## config.mk

```make
export PLATFORM = sky130hd
export DESIGN_NAME = mem_access_ctrl
export DESIGN_NICKNAME = d
export VERILOG_FILES = /design/src/rtl/mem_pkg.sv /design/src/rtl/mem_extend.sv /design/src/rtl/mem_access_ctrl.sv
export SDC_FILE = /design/constraint.sdc
export NUM_CORES = 1
export LEC_CHECK = 0
export ABC_AREA = 0
export BUFFER_PORTS_ARGS = -buffer_cell sky130_fd_sc_hd__buf_2
export CAP_MARGIN = 20
export CELL_PAD_IN_SITES_DETAIL_PLACEMENT = 1
export CELL_PAD_IN_SITES_GLOBAL_PLACEMENT = 2
export CORE_AREA = 2 2 209 108
export DETAILED_ROUTE_END_ITERATION = 10
export DIE_AREA = 0 0 211 110
export PLACE_DENSITY_LB_ADDON = 0.15
export SLEW_MARGIN = 25
export SYNTH_ARGS = -nofsm -noshare
export SYNTH_HDL_FRONTEND = slang
export SYNTH_SLANG_ARGS = --single-unit
```

## constraint.sdc

```tcl
create_clock -name clk -period 12.28 [get_ports clk]
set_input_delay 0.614 -clock clk [delete_from_list [all_inputs] [get_ports clk]]
set_output_delay 0.614 -clock clk [all_outputs]
set_load 0.05 [all_outputs]
```

## src/rtl/mem_pkg.sv

```systemverilog
// Shared encodings and helpers for the data-RAM access controller.
package mem_pkg;

    localparam logic RW_WRITE = 1'b0;
    localparam logic RW_READ  = 1'b1;

    localparam logic [1:0] TYPE_BYTE       = 2'b00;
    localparam logic [1:0] TYPE_HALFWORD   = 2'b01;
    localparam logic [1:0] TYPE_WORD       = 2'b10;
    localparam logic [1:0] TYPE_DOUBLEWORD = 2'b11;

    typedef enum logic [1:0] {
        ST_IDLE   = 2'd0,
        ST_ACCESS = 2'd1,
        ST_RESP   = 2'd2
    } state_t;

    function automatic logic [63:0] size_mask(input logic [1:0] typ);
        case (typ)
            TYPE_BYTE:     return 64'h0000_0000_0000_00ff;
            TYPE_HALFWORD: return 64'h0000_0000_0000_ffff;
            TYPE_WORD:     return 64'h0000_0000_ffff_ffff;
            default:       return 64'hffff_ffff_ffff_ffff;
        endcase
    endfunction

    function automatic logic is_aligned(input logic [1:0] typ, input logic [2:0] addr_lo);
        case (typ)
            TYPE_HALFWORD:   return addr_lo[0] == 1'b0;
            TYPE_WORD:       return addr_lo[1:0] == 2'b00;
            TYPE_DOUBLEWORD: return addr_lo == 3'b000;
            default:         return 1'b1;
        endcase
    endfunction

endpackage

```

## src/rtl/mem_extend.sv

```systemverilog
// Size extension: keeps the low 8/16/32/64 bits of din and fills the rest
// with the sign bit (sgn = 1) or zeros. With sgn = 0 it doubles as the store mask.
module mem_extend
    import mem_pkg::*;
(
    input  logic [1:0]  typ,
    input  logic        sgn,
    input  logic [63:0] din,
    output logic [63:0] dout
);

    logic [63:0] mask;
    logic        sign_bit;

    always_comb begin
        mask = size_mask(typ);
        case (typ)
            TYPE_BYTE:     sign_bit = din[7];
            TYPE_HALFWORD: sign_bit = din[15];
            TYPE_WORD:     sign_bit = din[31];
            default:       sign_bit = din[63];
        endcase
        dout = (din & mask) | ((sgn && sign_bit) ? ~mask : 64'd0);
    end

endmodule

```

## src/rtl/mem_access_ctrl.sv

```systemverilog
// Load/store controller for the 256x8 data RAM: alignment check, RAM strobes, extended response.
// Optional access timeout enabled by defining MEM_TIMEOUT_EN.
//
// state     | meaning
// ----------+-------------------------------------------------------------
// ST_IDLE   | ready for a request; request fields are latched on handshake
// ST_ACCESS | ram_enable high, waiting for ram_mv (or timeout)
// ST_RESP   | rsp_valid high, holding result until rsp_ready
module mem_access_ctrl
    import mem_pkg::*;
#(
    parameter int ADDR_W  = 8,
    parameter int DATA_W  = 64,
    parameter int TIMEOUT = 15
) (
    input  logic              clk,
    input  logic              reset,
    input  logic              req_valid,
    output logic              req_ready,
    input  logic              req_rw,
    input  logic [1:0]        req_type,
    input  logic              req_signed,
    input  logic [ADDR_W-1:0] req_addr,
    input  logic [DATA_W-1:0] req_wdata,
    output logic              rsp_valid,
    input  logic              rsp_ready,
    output logic [DATA_W-1:0] rsp_rdata,
    output logic              rsp_err,
    output logic [DATA_W-1:0] ram_din,
    input  logic [DATA_W-1:0] ram_dout,
    output logic              ram_rw,
    output logic [ADDR_W-1:0] ram_addr,
    output logic [1:0]        ram_type,
    output logic              ram_enable,
    input  logic              ram_mv
);

    if (DATA_W != 64 || TIMEOUT < 1 || TIMEOUT > 15) begin : g_param_check
        $error("mem_access_ctrl: DATA_W must be 64 and TIMEOUT must be 1..15");
    end

    state_t            state, state_nxt;
    logic              load_req, done_ok, done_err, req_aligned;
    logic              r_rw, r_signed;
    logic [1:0]        r_type;
    logic [ADDR_W-1:0] r_addr;
    logic [DATA_W-1:0] r_wdata, rdata_q, load_ext, store_masked;
    logic              err_q;

    assign req_aligned = is_aligned(req_type, req_addr[2:0]);

`ifdef MEM_TIMEOUT_EN
    logic [3:0] tmo_cnt;
    logic       tmo_hit;

    assign tmo_hit = (tmo_cnt == 4'(TIMEOUT - 1));

    // Held at zero outside ACCESS, so every access starts from a clean count.
    always_ff @(posedge clk or posedge reset) begin
        if (reset)
            tmo_cnt <= 4'd0;
        else if (state != ST_ACCESS)
            tmo_cnt <= 4'd0;
        else if (!ram_mv)
            tmo_cnt <= tmo_cnt + 4'd1;
    end
`endif

    always_ff @(posedge clk or posedge reset) begin
        if (reset)
            state <= ST_IDLE;
        else
            state <= state_nxt;
    end

    always_comb begin
        state_nxt = state;
        load_req  = 1'b0;
        done_ok   = 1'b0;
        done_err  = 1'b0;
        case (state)
            ST_IDLE: begin
                if (req_valid) begin
                    load_req  = 1'b1;
                    state_nxt = req_aligned ? ST_ACCESS : ST_RESP;
                end
            end
            ST_ACCESS: begin
                if (ram_mv) begin
                    done_ok   = 1'b1;
                    state_nxt = ST_RESP;
                end
`ifdef MEM_TIMEOUT_EN
                else if (tmo_hit) begin
                    done_err  = 1'b1;
                    state_nxt = ST_RESP;
                end
`endif
            end
            ST_RESP: begin
                if (rsp_ready)
                    state_nxt = ST_IDLE;
            end
            default: state_nxt = ST_IDLE;
        endcase
    end

    mem_extend u_load_ext (
        .typ  (r_type),
        .sgn  (r_signed),
        .din  (ram_dout),
        .dout (load_ext)
    );

    mem_extend u_store_mask (
        .typ  (r_type),
        .sgn  (1'b0),
        .din  (r_wdata),
        .dout (store_masked)
    );

    always_ff @(posedge clk or posedge reset) begin
        if (reset) begin
            r_rw     <= RW_READ;
            r_type   <= TYPE_BYTE;
            r_signed <= 1'b0;
            r_addr   <= '0;
            r_wdata  <= '0;
            rdata_q  <= '0;
            err_q    <= 1'b0;
        end else begin
            if (load_req) begin
                r_rw     <= req_rw;
                r_type   <= req_type;
                r_signed <= req_signed;
                r_addr   <= req_addr;
                r_wdata  <= req_wdata;
                rdata_q  <= '0;
                err_q    <= ~req_aligned;
            end
            if (done_ok) begin
                rdata_q <= (r_rw == RW_READ) ? load_ext : '0;
                err_q   <= 1'b0;
            end
            if (done_err) begin
                rdata_q <= '0;
                err_q   <= 1'b1;
            end
        end
    end

    assign req_ready  = (state == ST_IDLE);
    assign ram_enable = (state == ST_ACCESS);
    assign rsp_valid  = (state == ST_RESP);
    assign rsp_err    = rsp_valid & err_q;
    assign rsp_rdata  = rsp_valid ? rdata_q : '0;
    assign ram_rw     = r_rw;
    assign ram_type   = r_type;
    assign ram_addr   = r_addr;
    assign ram_din    = store_masked;

endmodule

```

Yosys cells after proc, flatten, opt, wreduce, memory -nomap -nowiden
Index checks and enable logic that the tools add are counted.
W data, S select, Z words.

word-level totals
  bits in latches = 0
  RAM bits = 0
  memories kept = 0
  memory bits (read-only) = 0
  output and inout bits = 143
  input bits = 145
  bits in registers = 143
  word-level logic and storage cells = 51

operators by class
  eq/ne operators = 10
  divide/modulo/power cells = 0
  $add $sub $neg = 0
  order comparisons = 0
  bitwise operators = 7
  reductions and logical operators = 7
  $mul = 0
  multiplexer cells = 19
  shift operators = 0

operators by type and width
  operator              count
  $mux W64              5
  $pmux W64 S3          1
  $and A64 B64 Y64      2
  $not A64 Y64          1
  $or A64 B64 Y64       1
  $eq A2 B2 Y1 const B  4
  $mux W2               4
  $eq A2 B1 Y1 const B  3
  $logic_not A2 Y1      3
  $mux W1               6
  $pmux W1 S3           2
  $pmux W2 S3           1
  $ne A2 B1 Y1 const B  2
  $logic_not A3 Y1      1
  $reduce_and A3 Y1     1
  $ne A2 B2 Y1 const B  1
  $not A1 Y1            2
  $reduce_bool A2 Y1    1
  $and A1 B1 Y1         1
  $logic_and A1 B1 Y1   1

Depth between registers and ports, before layout
Gate-level depths: netlist of run 1.

  depth after elaboration = 7
  gate-level depth with buffers = 6
  mapped depth without buffers = 4

Hierarchy
Synthesis of run 1 repeated with hierarchy kept, for this count alone.

second synthesis, totals
  cell total of the unflattened synthesis = 695
  area total of the unflattened synthesis = 7,547.2 um^2

by module, submodules not included
  module           area each (um^2)  times used  sequential area each (um^2)  cells an instance
  mem_access_ctrl  5,705.5           1           3,579.7                      397
  mem_extend       920.9             2           0.0                          149

Worst setup path after synthesis of run 1
Ideal clock, no wire load.

  kind = register -> output
  start point = reg r_type[0] (netlist: ram_type[0])
  end point = out ram_din[14]
  required time = 11.666 ns
  buffers on the path = 2
  arrival time = 1.861 ns
  stages on the path, launching flop included = 5
  path slack = 9.805 ns
  path through = dfrtp_1 buf_4 nor2_1 buf_2 nor2b_1

between the ends
  word-level cells in the longest chain between the ends = 3
  elaborated cells on any way between the ends = 5
  those cells by class = 2 x eq/ne; 1 x mux; 1 x bitwise; 1 x reduce/logical

RTL lines
  what                                        line                    RTL
  start: declaration                          mem_access_ctrl.sv:45   logic [1:0] r_type;
  start signal: assignment                    mem_access_ctrl.sv:134  r_type <= req_type;
  $eq A2 B2 Y1, or another cell as far along  --
  $pmux W64 S3 *                              mem_pkg.sv:19           case (typ)
  $and A64 B64 Y64 *                          mem_extend.sv:23        dout = (din & mask) | ((sgn && sign_bit) ? ~mask : 64'd0);
  end: declaration                            mem_access_ctrl.sv:29   output logic [DATA_W-1:0] ram_din,

Mark *: on every way between the ends. The rest lies on a longest branch, timed or not.

Final worst setup path of run 1
  start point = reg state[0]
  end point = out rsp_rdata[3]

between the ends
  word-level cells in the longest chain between the ends = 2

RTL lines
  what                      line                    RTL
  start: declaration        mem_access_ctrl.sv:42   state_t state, state_nxt;
  start signal: assignment  mem_access_ctrl.sv:73   state <= state_nxt;
  $eq A2 B2 Y1              mem_access_ctrl.sv:154  assign rsp_valid = (state == ST_RESP);
  $mux W64                  mem_access_ctrl.sv:156  assign rsp_rdata = rsp_valid ? rdata_q : '0;
  end: declaration          mem_access_ctrl.sv:27   output logic [DATA_W-1:0] rsp_rdata,

No other way between the ends.

==> impl_metrics.env, run 1 <==
export IMPL_syn_area_sq_um=6523
export IMPL_hold_viol_final=0
export IMPL_htreeDepth=4
export IMPL_rsz0062_at_grt="no"
export IMPL_die_width_um=211
export IMPL_path_max_fanout=39
export IMPL_num_fill_cells=2414
export IMPL_yosysUniqueCellTypes=28
export IMPL_p_sw_share_pct=43.91
export IMPL_drt_initial_drc_count=202
export IMPL_dp_hpwl_um=15090
export IMPL_internal_power_w=0.001348
export IMPL_placedCellCount=1089
export IMPL_ant_nets=0
export IMPL_vias=5345
export IMPL_dr_pass1_iters=4
export IMPL_cts_tree="yes"
export IMPL_grt_pass1_wl_um=32310
export IMPL_floorplan_initialDensity_pct=30.55
export IMPL_relSlewSlack_pct=48.38
export IMPL_final_core_util_pct=41.19
export IMPL_design_core_area_sq_um=21350
export IMPL_clk_latency_ns=0.43
export IMPL_leakage_nw=4.681
export IMPL_cts_resized=0
export IMPL_grt_start_max_net_pins=82
export IMPL_p_total_w=0.002403
export IMPL_critPathArrivalTime_ns=2.15
export IMPL_cts_num_sinks=143
export IMPL_p_sw_w=0.001055
export IMPL_crit_path_start_kind="register"
export IMPL_critPathRequiredTime_ns=11.67
export IMPL_instances_no_fill=1124
export IMPL_port_buffers=287
export IMPL_r2r_end="rdata_q[58]"
export IMPL_synthToLayoutAreaGrowth_pct=34.82
export IMPL_syn_inst=572
export IMPL_antenna_found_initial=4
export IMPL_syn_nets=717
export IMPL_drv_cap=0
export IMPL_p_per_area_nw_per_um2=273.3
export IMPL_grt_total_usage_pct=18.43
export IMPL_period_share_pct=22.51
export IMPL_r2r_start="ram_type[1]"
export IMPL_overflow=0
export IMPL_clkTransAtPathRegs_ns=0.06
export IMPL_syn_area_per_cell_sq_um=11.40
export IMPL_r2r_setup_slack_ns=10.18
export IMPL_finalSetupViolations=0
export IMPL_skew_ns=0.007337
export IMPL_ir_worst_vdd_uv=154.7
export IMPL_ioPinCount=288
export IMPL_reg2reg_depth=4
export IMPL_cpPeakStageDelay_ns=0.56
export IMPL_critPathCapture="rsp_rdata[3]"
export IMPL_p_clk_share_pct=25.8
export IMPL_drc=0
export IMPL_clk_path_buf_depth=2
export IMPL_dieArea_sq_um=23210
export IMPL_post_cts_setup_buffers=0
export IMPL_layout_drive_gt1_share_pct=47.39
export IMPL_startpoint="state[0]"
export IMPL_grt_pass1_vias=5612
export IMPL_critPathSlowestCell="nor2b_4"
export IMPL_max_slew_worst_pin_slew_ns=0.7743
export IMPL_min_period_ns=2.764
export IMPL_yosysSeqAreaShare_pct=54.88
export IMPL_hold_class="in2async"
export IMPL_worstPathCellList="nor2b_4, buf_16, and2_1, buf_2"
export IMPL_hold_ws_ns=0.2695
export IMPL_synth_seq_cells=143
export IMPL_cts_buffers=17
export IMPL_ys_warnings_count=0
export IMPL_status="finished clean"
export IMPL_endpoint_kind="primary output"
export IMPL_avgViaCountPerCell=4.755
export IMPL_avgRoutedWirePerCell_um=18.92
export IMPL_die_h_um=110
export IMPL_combinationalPowerShare_pct=42.7
export IMPL_sequentialPowerShare_pct=31.5
export IMPL_gp_congestion=0.7680
export IMPL_nets=974
export IMPL_hold_buffers=0
export IMPL_rows=38
export IMPL_setup_tns_ns=0
export IMPL_crit_type="reg2out"
export IMPL_fmax_ghz=0.3617
export IMPL_slew_viol_final=0
export IMPL_cts_root_buf="clkbuf_16"
export IMPL_drt_wl_total_um=21260
## stage by stage
| step | cell area [sq um] | setup WS, ns |
|---|---|---|
| after floorplan | 6523 | 7.830 |
| after global placement | 8024 | 9.644 |
| after detailed placement | 8065 | 9.925 |
| after CTS | 8768 | 9.439 |
| after global routing | 8788 | 9.373 |
| final | 8793 | 9.516 |
## sequential cells by signal, summed over array words and instances (netlist names)
register  flops
ram_addr      8
r_signed      1
ram_type      2
ram_rw        1
err_q         1
r_wdata      64
rdata_q      64
state         2
## critical path, delay by kind of cell (launching register included)
kind,cells,cell delay [ns]
flops,1,0.46
buf+inv,2,0.52
simple gates,2,0.73
## synthesized netlist by cell type
master     count  share of area, %
dfrtp_1      142                54
and2_1        83               8.0
mux2_2        63                11
nand2_1       60               3.5
and3_1        33               3.2
a32oi_1       32               4.3
o21ai_0       23               1.8
clkbuf_1      22               1.3
a21oi_1       17               1.3
mux2_1        14               2.4
buf_2         13               1.0
buf_4         11               1.3
nor2_1        11              0.63
buf_6         10               1.7
a22o_1         9               1.2
nor2b_1        9              0.86
o21ai_1        5              0.38
inv_1          4              0.23
mux2i_1        2              0.31
and2b_4        1              0.15
buf_1          1             0.057
dfstp_2        1              0.40
nand2b_1       1             0.096
nand3_1        1             0.077
nor3b_2        1              0.19
o2111ai_2      1              0.23
o22ai_1        1             0.096
or2_1          1             0.096
## cells in the final DEF (no fill, tap or decap), drive strengths merged, types with 2 or more instances in the layout
cell      n
buf     295
dfrtp   142
and2     83
mux2     77
nand2    60
and3     33
a32oi    32
o21ai    28
clkbuf   21
a21oi    17
nor2     11
a22o      9
nor2b     9
bufinv    7
inv       4
clkinv    3
diode     2
mux2i     2
## how the worst min path moves through the flow
stage	slack, ns	from	endpoint	depth (start not counted)
floorplan	0.44	rdata_q[28]	rdata_q[28]	2
global placement	0.46	rdata_q[14]	rdata_q[14]	2
detailed placement	0.46	rdata_q[25]	rdata_q[25]	2
CTS	0.27	reset	ram_addr[4]	2
global route	0.29	reset	r_wdata[47]	2
finish	0.27	reset	r_wdata[47]	2
## layout make-up
class | instances | area (sq um) | area share (%)
Antenna cell | 2 | 5.005 | 0.05692
Clock buffer | 21 | 470.5 | 5.350
Clock inverter | 11 | 232.7 | 2.647
Inverter | 4 | 20.02 | 0.2277
Multi-Input combinational cell | 368 | 2597 | 29.54
Sequential cell | 143 | 3585 | 40.77
Tap cell | 280 | 350.3 | 3.984
Timing Repair Buffer | 295 | 1533 | 17.43
## per-layer routing
metal	vias up	track usage [%]	routed length, um	share of wire (%)
met4	4	6.087	198	0.93
li1	2485	-	-	-
met3	20	5.864	1256	5.9
met2	138	28.36	10020	47
met5	-	0	27	0.13
met1	2698	24.74	9756	46
## power by group through the flow
stage / logic [W] / registers [W] / clock network [W]
2_1_floorplan: 0.000795 / 0.000753 / 0
3_3_place_gp: 0.00101 / 0.000754 / 0
3_5_place_dp: 0.00103 / 0.000766 / 0
4_1_cts: 0.00103 / 0.000761 / 0.000637
5_1_grt: 0.00108 / 0.000786 / 0.000653
6_report: 0.00103 / 0.000758 / 0.000620
## cell families after synthesis
logic type	count (synthesis)	share of synthesized area, %
simple gates	201	16.69
compound gates	88	9.284
buf+inv	61	5.544
mux	79	13.60
flops	143	54.88
No activity file was read; power rests on OpenSTA's default activity.
==> inputs of run 2 (changes only) <==
ABC_AREA = 1   (was 0)
CORE_AREA = 2 2 233 120   (was 2 2 209 108)
DIE_AREA = 0 0 235 122   (was 0 0 211 110)
clock period = 2.65 ns   (was 12.28 ns; I/O delays follow)
==> run 2 against run 1 <==
Synthesized cell count increased by 57%. Worst setup slack lost 9.1 ns. Flip-flop and latch count unchanged. Combinational power rose to 5.9 times the previous value. Worst hold slack worse by 0.25 ns. Sequential share of layout area fell by 5.2 points. Synthesized area grew 5.2%. Clock power grew to 3.8 times the previous value. Die area grew 24%. Via count rose by 25%. Sequential power grew to 4.6 times the previous value. Critical path type unchanged. Highest routed layer is now met4.
==> impl_metrics.env, run 2 <==
export IMPL_status="finished clean"
export IMPL_nets=1390
export IMPL_avgRoutedWirePerCell_um=15.24
export IMPL_cts_tree="yes"
export IMPL_port_buffers=287
export IMPL_cts_buffers=17
export IMPL_layout_drive_gt1_share_pct=29.73
export IMPL_syn_area_sq_um=6862
export IMPL_grt_pass1_vias=6980
export IMPL_dp_hpwl_um=16840
export IMPL_rsz0062_at_grt="no"
export IMPL_relSlewSlack_pct=50.76
export IMPL_gp_congestion=0.7251
export IMPL_setup_tns_ns=0
export IMPL_avgViaCountPerCell=4.130
export IMPL_critPathSlowestCell="nand2_2"
export IMPL_cpPeakStageDelay_ns=0.41
export IMPL_crit_family="buffers and inverters"
export IMPL_r2r_setup_slack_ns=0.85
export IMPL_mostFrequentLayoutCell="buf_2"
export IMPL_dieArea_sq_um=28670
export IMPL_synth_seq_cells=143
export IMPL_rows=43
export IMPL_antenna_found_initial=3
export IMPL_clk_latency_ns=0.44
export IMPL_synth_top_cell_area_share_pct=51.79
export IMPL_syn_nets=1041
export IMPL_crit_type="reg2out"
export IMPL_cts_num_sinks=143
export IMPL_leakage_nw=5.647
export IMPL_ioPinCount=288
export IMPL_synthArstFlopShare_pct=100.0
export IMPL_hold_class="in2reg"
export IMPL_yosysSeqAreaShare_pct=52.17
export IMPL_floorplan_initialDensity_pct=25.46
export IMPL_post_cts_setup_buffers=0
export IMPL_synth_main_ff_cell="dfrtp_1"
export IMPL_die_width_um=235
export IMPL_period_share_pct=85.71
export IMPL_reg2reg_depth=5
export IMPL_design_core_area_sq_um=26950
export IMPL_synth_top_cell_by_area="dfrtp_1"
export IMPL_syn_area_per_cell_sq_um=7.658
export IMPL_finalSetupViolations=0
export IMPL_synth_area_leaders="dfrtp_1, nor2_1, nand2_1"
export IMPL_endpoint_kind="primary output"
export IMPL_path_max_fanout=38
export IMPL_worstPathCellList="inv_2, nand2_2, buf_12, nor2_1, buf_2"
export IMPL_ant_nets=0
export IMPL_max_slew_worst_pin_slew_ns=0.7360
export IMPL_r2r_end="rdata_q[55]"
export IMPL_synth_most_common_cell="nor2_1"
export IMPL_overflow=0
export IMPL_mostFrequentLayoutCells="buf_2, nor2_1, nand2_1"
export IMPL_r2r_start="ram_rw"
export IMPL_ys_warnings_count=0
export IMPL_grt_start_max_net_pins=123
export IMPL_ir_worst_vdd_uv=493.9
export IMPL_slew_viol_final=0
export IMPL_hold_ws_ns=0.02161
export IMPL_grt_total_usage_pct=17.74
export IMPL_drv_cap=0
export IMPL_p_per_area_nw_per_um2=1190
export IMPL_synth_edff_count=0
export IMPL_syn_inst=896
export IMPL_cts_root_buf="clkbuf_16"
export IMPL_yosys_top_cells_count="nor2_1, nand2_1, dfrtp_1"
export IMPL_critPathRequiredTime_ns=2.52
export IMPL_cp_num_buf_inv=3
export IMPL_drt_wl_total_um=24710
export IMPL_hold_depth=5
export IMPL_skew_ns=0.009264
export IMPL_clkTransAtPathRegs_ns=0.06
export IMPL_critPathArrivalTime_ns=2.14
export IMPL_crit_path_start_kind="register"
export IMPL_clk_path_buf_depth=2
export IMPL_htreeDepth=4
export IMPL_vias=6695
export IMPL_die_h_um=122
export IMPL_drc=0
export IMPL_synthToLayoutAreaGrowth_pct=46.81
export IMPL_dr_pass1_iters=6
export IMPL_num_fill_cells=3406
export IMPL_hold_path_endpoint="rdata_q[36]"
export IMPL_hp_start="ram_dout[36]"
export IMPL_min_period_ns=2.271
export IMPL_hold_viol_final=0
export IMPL_yosysUniqueCellTypes=21
export IMPL_grt_pass1_wl_um=39370
export IMPL_cts_resized=0
export IMPL_fmax_ghz=0.4403
export IMPL_drt_initial_drc_count=293
-- run 2: changes by cell type after synthesis, moves of 25 or more --
cell     change
a32oi_1     -32
mux2_2      -32
and2_1      -83
nand2_1    +134
and3_1      -33
a21oi_1     +25
inv_1      +129
nor2_1     +247
-- run 2: routing by layer --
layer	routed length (um)	track usage, %
met4	346	6.092
met2	11320	27.85
met3	1148	4.713
met1	11890	23.76
met5	0	0
-- run 2: worst max path at each step --
stage | startpoint | end | slack (ns) | depth (start not counted)
after floorplan | ram_type[1] | ram_din[33] | 0.58 | 5
after global placement | state[0] | rsp_rdata[27] | 0.81 | 5
after detailed placement | ram_type[1] | rdata_q[15] | 0.79 | 6
after CTS | state[0] | rsp_rdata[7] | 0.30 | 5
after global routing | state[0] | rsp_rdata[13] | 0.21 | 5
final | state[0] | rsp_rdata[7] | 0.38 | 5
-- run 2: repair_timing --
action	CTS	global route
endpoints found under the hold margin	96	0
hold buffers	87	0
endpoints found under the setup margin	0	0
-- run 2: logic make-up (layout without fill, tap and decap cells) --
family / count (synthesis) / after routing / synth area share [%]
multiplexers: 31 / 31 / 5.087
flip-flops: 143 / 143 / 52.17
other: 0 / 3 / 0
AO/OA/AOI/OAI: 67 / 67 / 5.051
AND/OR/NAND/NOR: 462 / 462 / 25.69
buffers and inverters: 193 / 555 / 12.00
-- run 2: layout make-up --
cell class	instances	area, sq um	area share [%]
antenna	3	7.507	0.07452
clock buffer	23	488.0	4.844
clock inverter	9	83.83	0.8322
inverter	137	518.0	5.142
multi-input combinational	560	2474	24.56
sequential	143	3580	35.54
tap	360	450.4	4.471
timing repair buffer	386	2472	24.54
-- run 2: worst min-delay path, delay by kind of cell --
family	cells	cell delay (ns)
and+or+nand+nor	4	0.22
buffers and inverters	1	0.07
-- run 2: power breakdown --
group | internal, W | total (W) | switching (W)
combinational | 0.00154 | 0.00611 | 0.00457
sequential | 0.00310 | 0.00351 | 0.000408
clock | 0.00139 | 0.00237 | 0.000982
total | 0.00603 | 0.0120 | 0.00596
-- run 2: stage by stage --
stage | setup slack (ns) | area (sq um) | util, % | instances | power [W]
4_1_cts | 0.2961 | 10070 | 37.34 | 1618 | 0.01220
2_1_floorplan | 0.5810 | 6865 | - | 896 | 0.008097
6_report | 0.3786 | 10070 | 37.37 | 1621 | 0.01199
3_3_place_gp | 0.8139 | 8623 | 31.99 | 1499 | 0.009574
5_1_grt | 0.2082 | 10070 | 37.35 | 1619 | 0.01287
3_5_place_dp | 0.7916 | 8623 | 31.99 | 1499 | 0.009647
==> inputs of run 3 (changes only) <==
BUFFER_PORTS_ARGS = -buffer_cell sky130_fd_sc_hd__clkbuf_2   (was -buffer_cell sky130_fd_sc_hd__buf_2)
MAX_ROUTING_LAYER = met4   (was not set)
==> run 3 against run 2 <==
Flip-flop and latch count is the same. Clock-buffer cell count shrank 4. Non-clock buffer count shrank 1. Die area is the same. Worst hold slack gained 0.0047 ns. First-iteration DRC count shrank 28%. Fmax grew 1.6%. Final area is essentially flat.
==> impl_metrics.env, run 3 (synthesis gave the netlist of run 2 again) <==
export IMPL_crit_type="reg2out"
export IMPL_p_sw_share_pct=49.72
export IMPL_endpoint_kind="primary output"
export IMPL_p_per_area_nw_per_um2=1194
export IMPL_layout_drive_gt1_share_pct=29.91
export IMPL_cts_root_buf="clkbuf_16"
export IMPL_dp_hpwl_um=16620
export IMPL_instances_no_fill=1619
export IMPL_crit_path_start_kind="register"
export IMPL_path_max_fanout=38
export IMPL_leakage_nw=5.593
export IMPL_fmax_ghz=0.4473
export IMPL_ir_worst_vdd_uv=503.0
export IMPL_design_core_area_sq_um=26950
export IMPL_cts_tree="yes"
export IMPL_finalSetupViolations=0
export IMPL_clk_latency_ns=0.43
export IMPL_pre_cts_ws_ns=0.7929
export IMPL_rows=43
export IMPL_max_slew_worst_pin_slew_ns=0.7450
export IMPL_overflow=0
export IMPL_drt_initial_drc_count=211
export IMPL_grt_pass1_vias=6841
export IMPL_port_buffers=287
export IMPL_rsz0062_at_grt="no"
export IMPL_clk_path_buf_depth=2
export IMPL_relSlewSlack_pct=50.23
export IMPL_slew_viol_final=0
export IMPL_grt_total_usage_pct=17.84
export IMPL_vias=6601
export IMPL_gp_congestion=0.7269
export IMPL_mostFrequentLayoutCell="clkbuf_2"
export IMPL_hold_viol_final=0
export IMPL_critPathArrivalTime_ns=2.10
export IMPL_placedCellCount=1499
export IMPL_floorplan_initialDensity_pct=25.46
export IMPL_p_clk_share_pct=20.2
export IMPL_drc=0
export IMPL_nets=1389
export IMPL_dieArea_sq_um=28670
export IMPL_internal_power_w=0.006044
export IMPL_post_cts_setup_buffers=0
export IMPL_clkTransAtPathRegs_ns=0.06
export IMPL_ioPinCount=288
export IMPL_worst_slack_ns=0.4146
export IMPL_critPathRequiredTime_ns=2.52
export IMPL_cts_buffers=17
export IMPL_period_share_pct=84.36
export IMPL_drt_wl_total_um=24210
export IMPL_r2r_setup_slack_ns=0.84
export IMPL_setup_tns_ns=0
export IMPL_die_width_um=235
export IMPL_drv_cap=0
export IMPL_mostFrequentLayoutCells="clkbuf_2, nor2_1, nand2_1"
export IMPL_combinationalPowerShare_pct=50.5
export IMPL_grt_pass1_wl_um=38380
export IMPL_grt_start_max_net_pins=123
export IMPL_hold_class="in2reg"
export IMPL_ant_nets=0
export IMPL_min_period_ns=2.235
export IMPL_p_sw_w=0.005976
export IMPL_avgRoutedWirePerCell_um=14.95
export IMPL_synthToLayoutAreaGrowth_pct=46.74
export IMPL_antenna_found_initial=2
export IMPL_die_h_um=122
export IMPL_dr_pass1_iters=4
export IMPL_avgViaCountPerCell=4.077
export IMPL_skew_ns=0.008967
export IMPL_htreeDepth=4
export IMPL_status="finished clean"
export IMPL_cts_num_sinks=143
export IMPL_sequentialPowerShare_pct=29.3
run 3: cell count changes in the layout (fill, tap and decap cells not counted), sizes merged, moves of 2 or more:
cell | before | now
clkbuf | 23 | 306
clkinv | 4 | 8
clkinvlp | 5 | 3
buf | 299 | 12
run 3: area by class of cell:
class / count / area, sq um
sequential: 143 / 3580
inverter: 137 / 518.0
multi-input combinational: 560 / 2474
fill: 3354 / 16890
clock inverter: 13 / 138.9
antenna: 2 / 5.005
timing repair buffer: 385 / 2450
clock buffer: 19 / 452.9
tap: 360 / 450.4
run 3: final timing paths:
path | start | end | cells after the start
worst max-delay path | state[0] | rsp_rdata[14] | 5
worst min-delay path | ram_dout[21] | rdata_q[21] | 5
worst max register to register | state[1] | rdata_q[47] | 7
worst min register to register | rdata_q[17] | rdata_q[17] | 2
max in group asynchronous | reset | rdata_q[62] | 4
min in group asynchronous | reset | r_wdata[28] | 3
run 3: per-layer routing:
layer | wire [um] | up-vias | track usage [%]
met4 | 242 | 0 | 4.589
met1 | 12270 | 3137 | 23.95
met3 | 817 | 17 | 4.237
met5 | 0 | - | -
li1 | - | 3340 | -
met2 | 10880 | 107 | 27.10
run 3: critical path: stages (launching register included):
cell and delay (ns):
dfrtp_1 0.39, inv_2 0.09, nand2_2 0.39, buf_12 0.36
nor2_1 0.13, clkbuf_2 0.29
run 3: power by group through the flow:
stage / Clock, W / Combinational, W / Sequential, W
floorplan: 0 / 0.00438 / 0.00372
global placement: 0 / 0.00603 / 0.00353
detailed placement: 0 / 0.00607 / 0.00356
CTS: 0.00253 / 0.00619 / 0.00352
global route: 0.00263 / 0.00665 / 0.00363
finish: 0.00243 / 0.00607 / 0.00352
run 3: through the flow:
step                      cell area [sq um]  hold slack [ns]  utilization, %  total power [W]
after CTS                             10060         0.003115           37.33          0.01224
after global placement                 8611           0.2850           31.95         0.009564
final                                 10070          0.02629           37.35          0.01202
after global routing                  10070          0.03520           37.35          0.01290
after floorplan                        6865           0.2830               -         0.008097
after detailed placement               8611           0.2824           31.95         0.009622
run 3: repair_timing:
item | 4_1_cts | 5_1_grt
hold buffers | 86 | 0
endpoints found under the hold margin | 109 | 0
gates resized for setup | 0 | 0
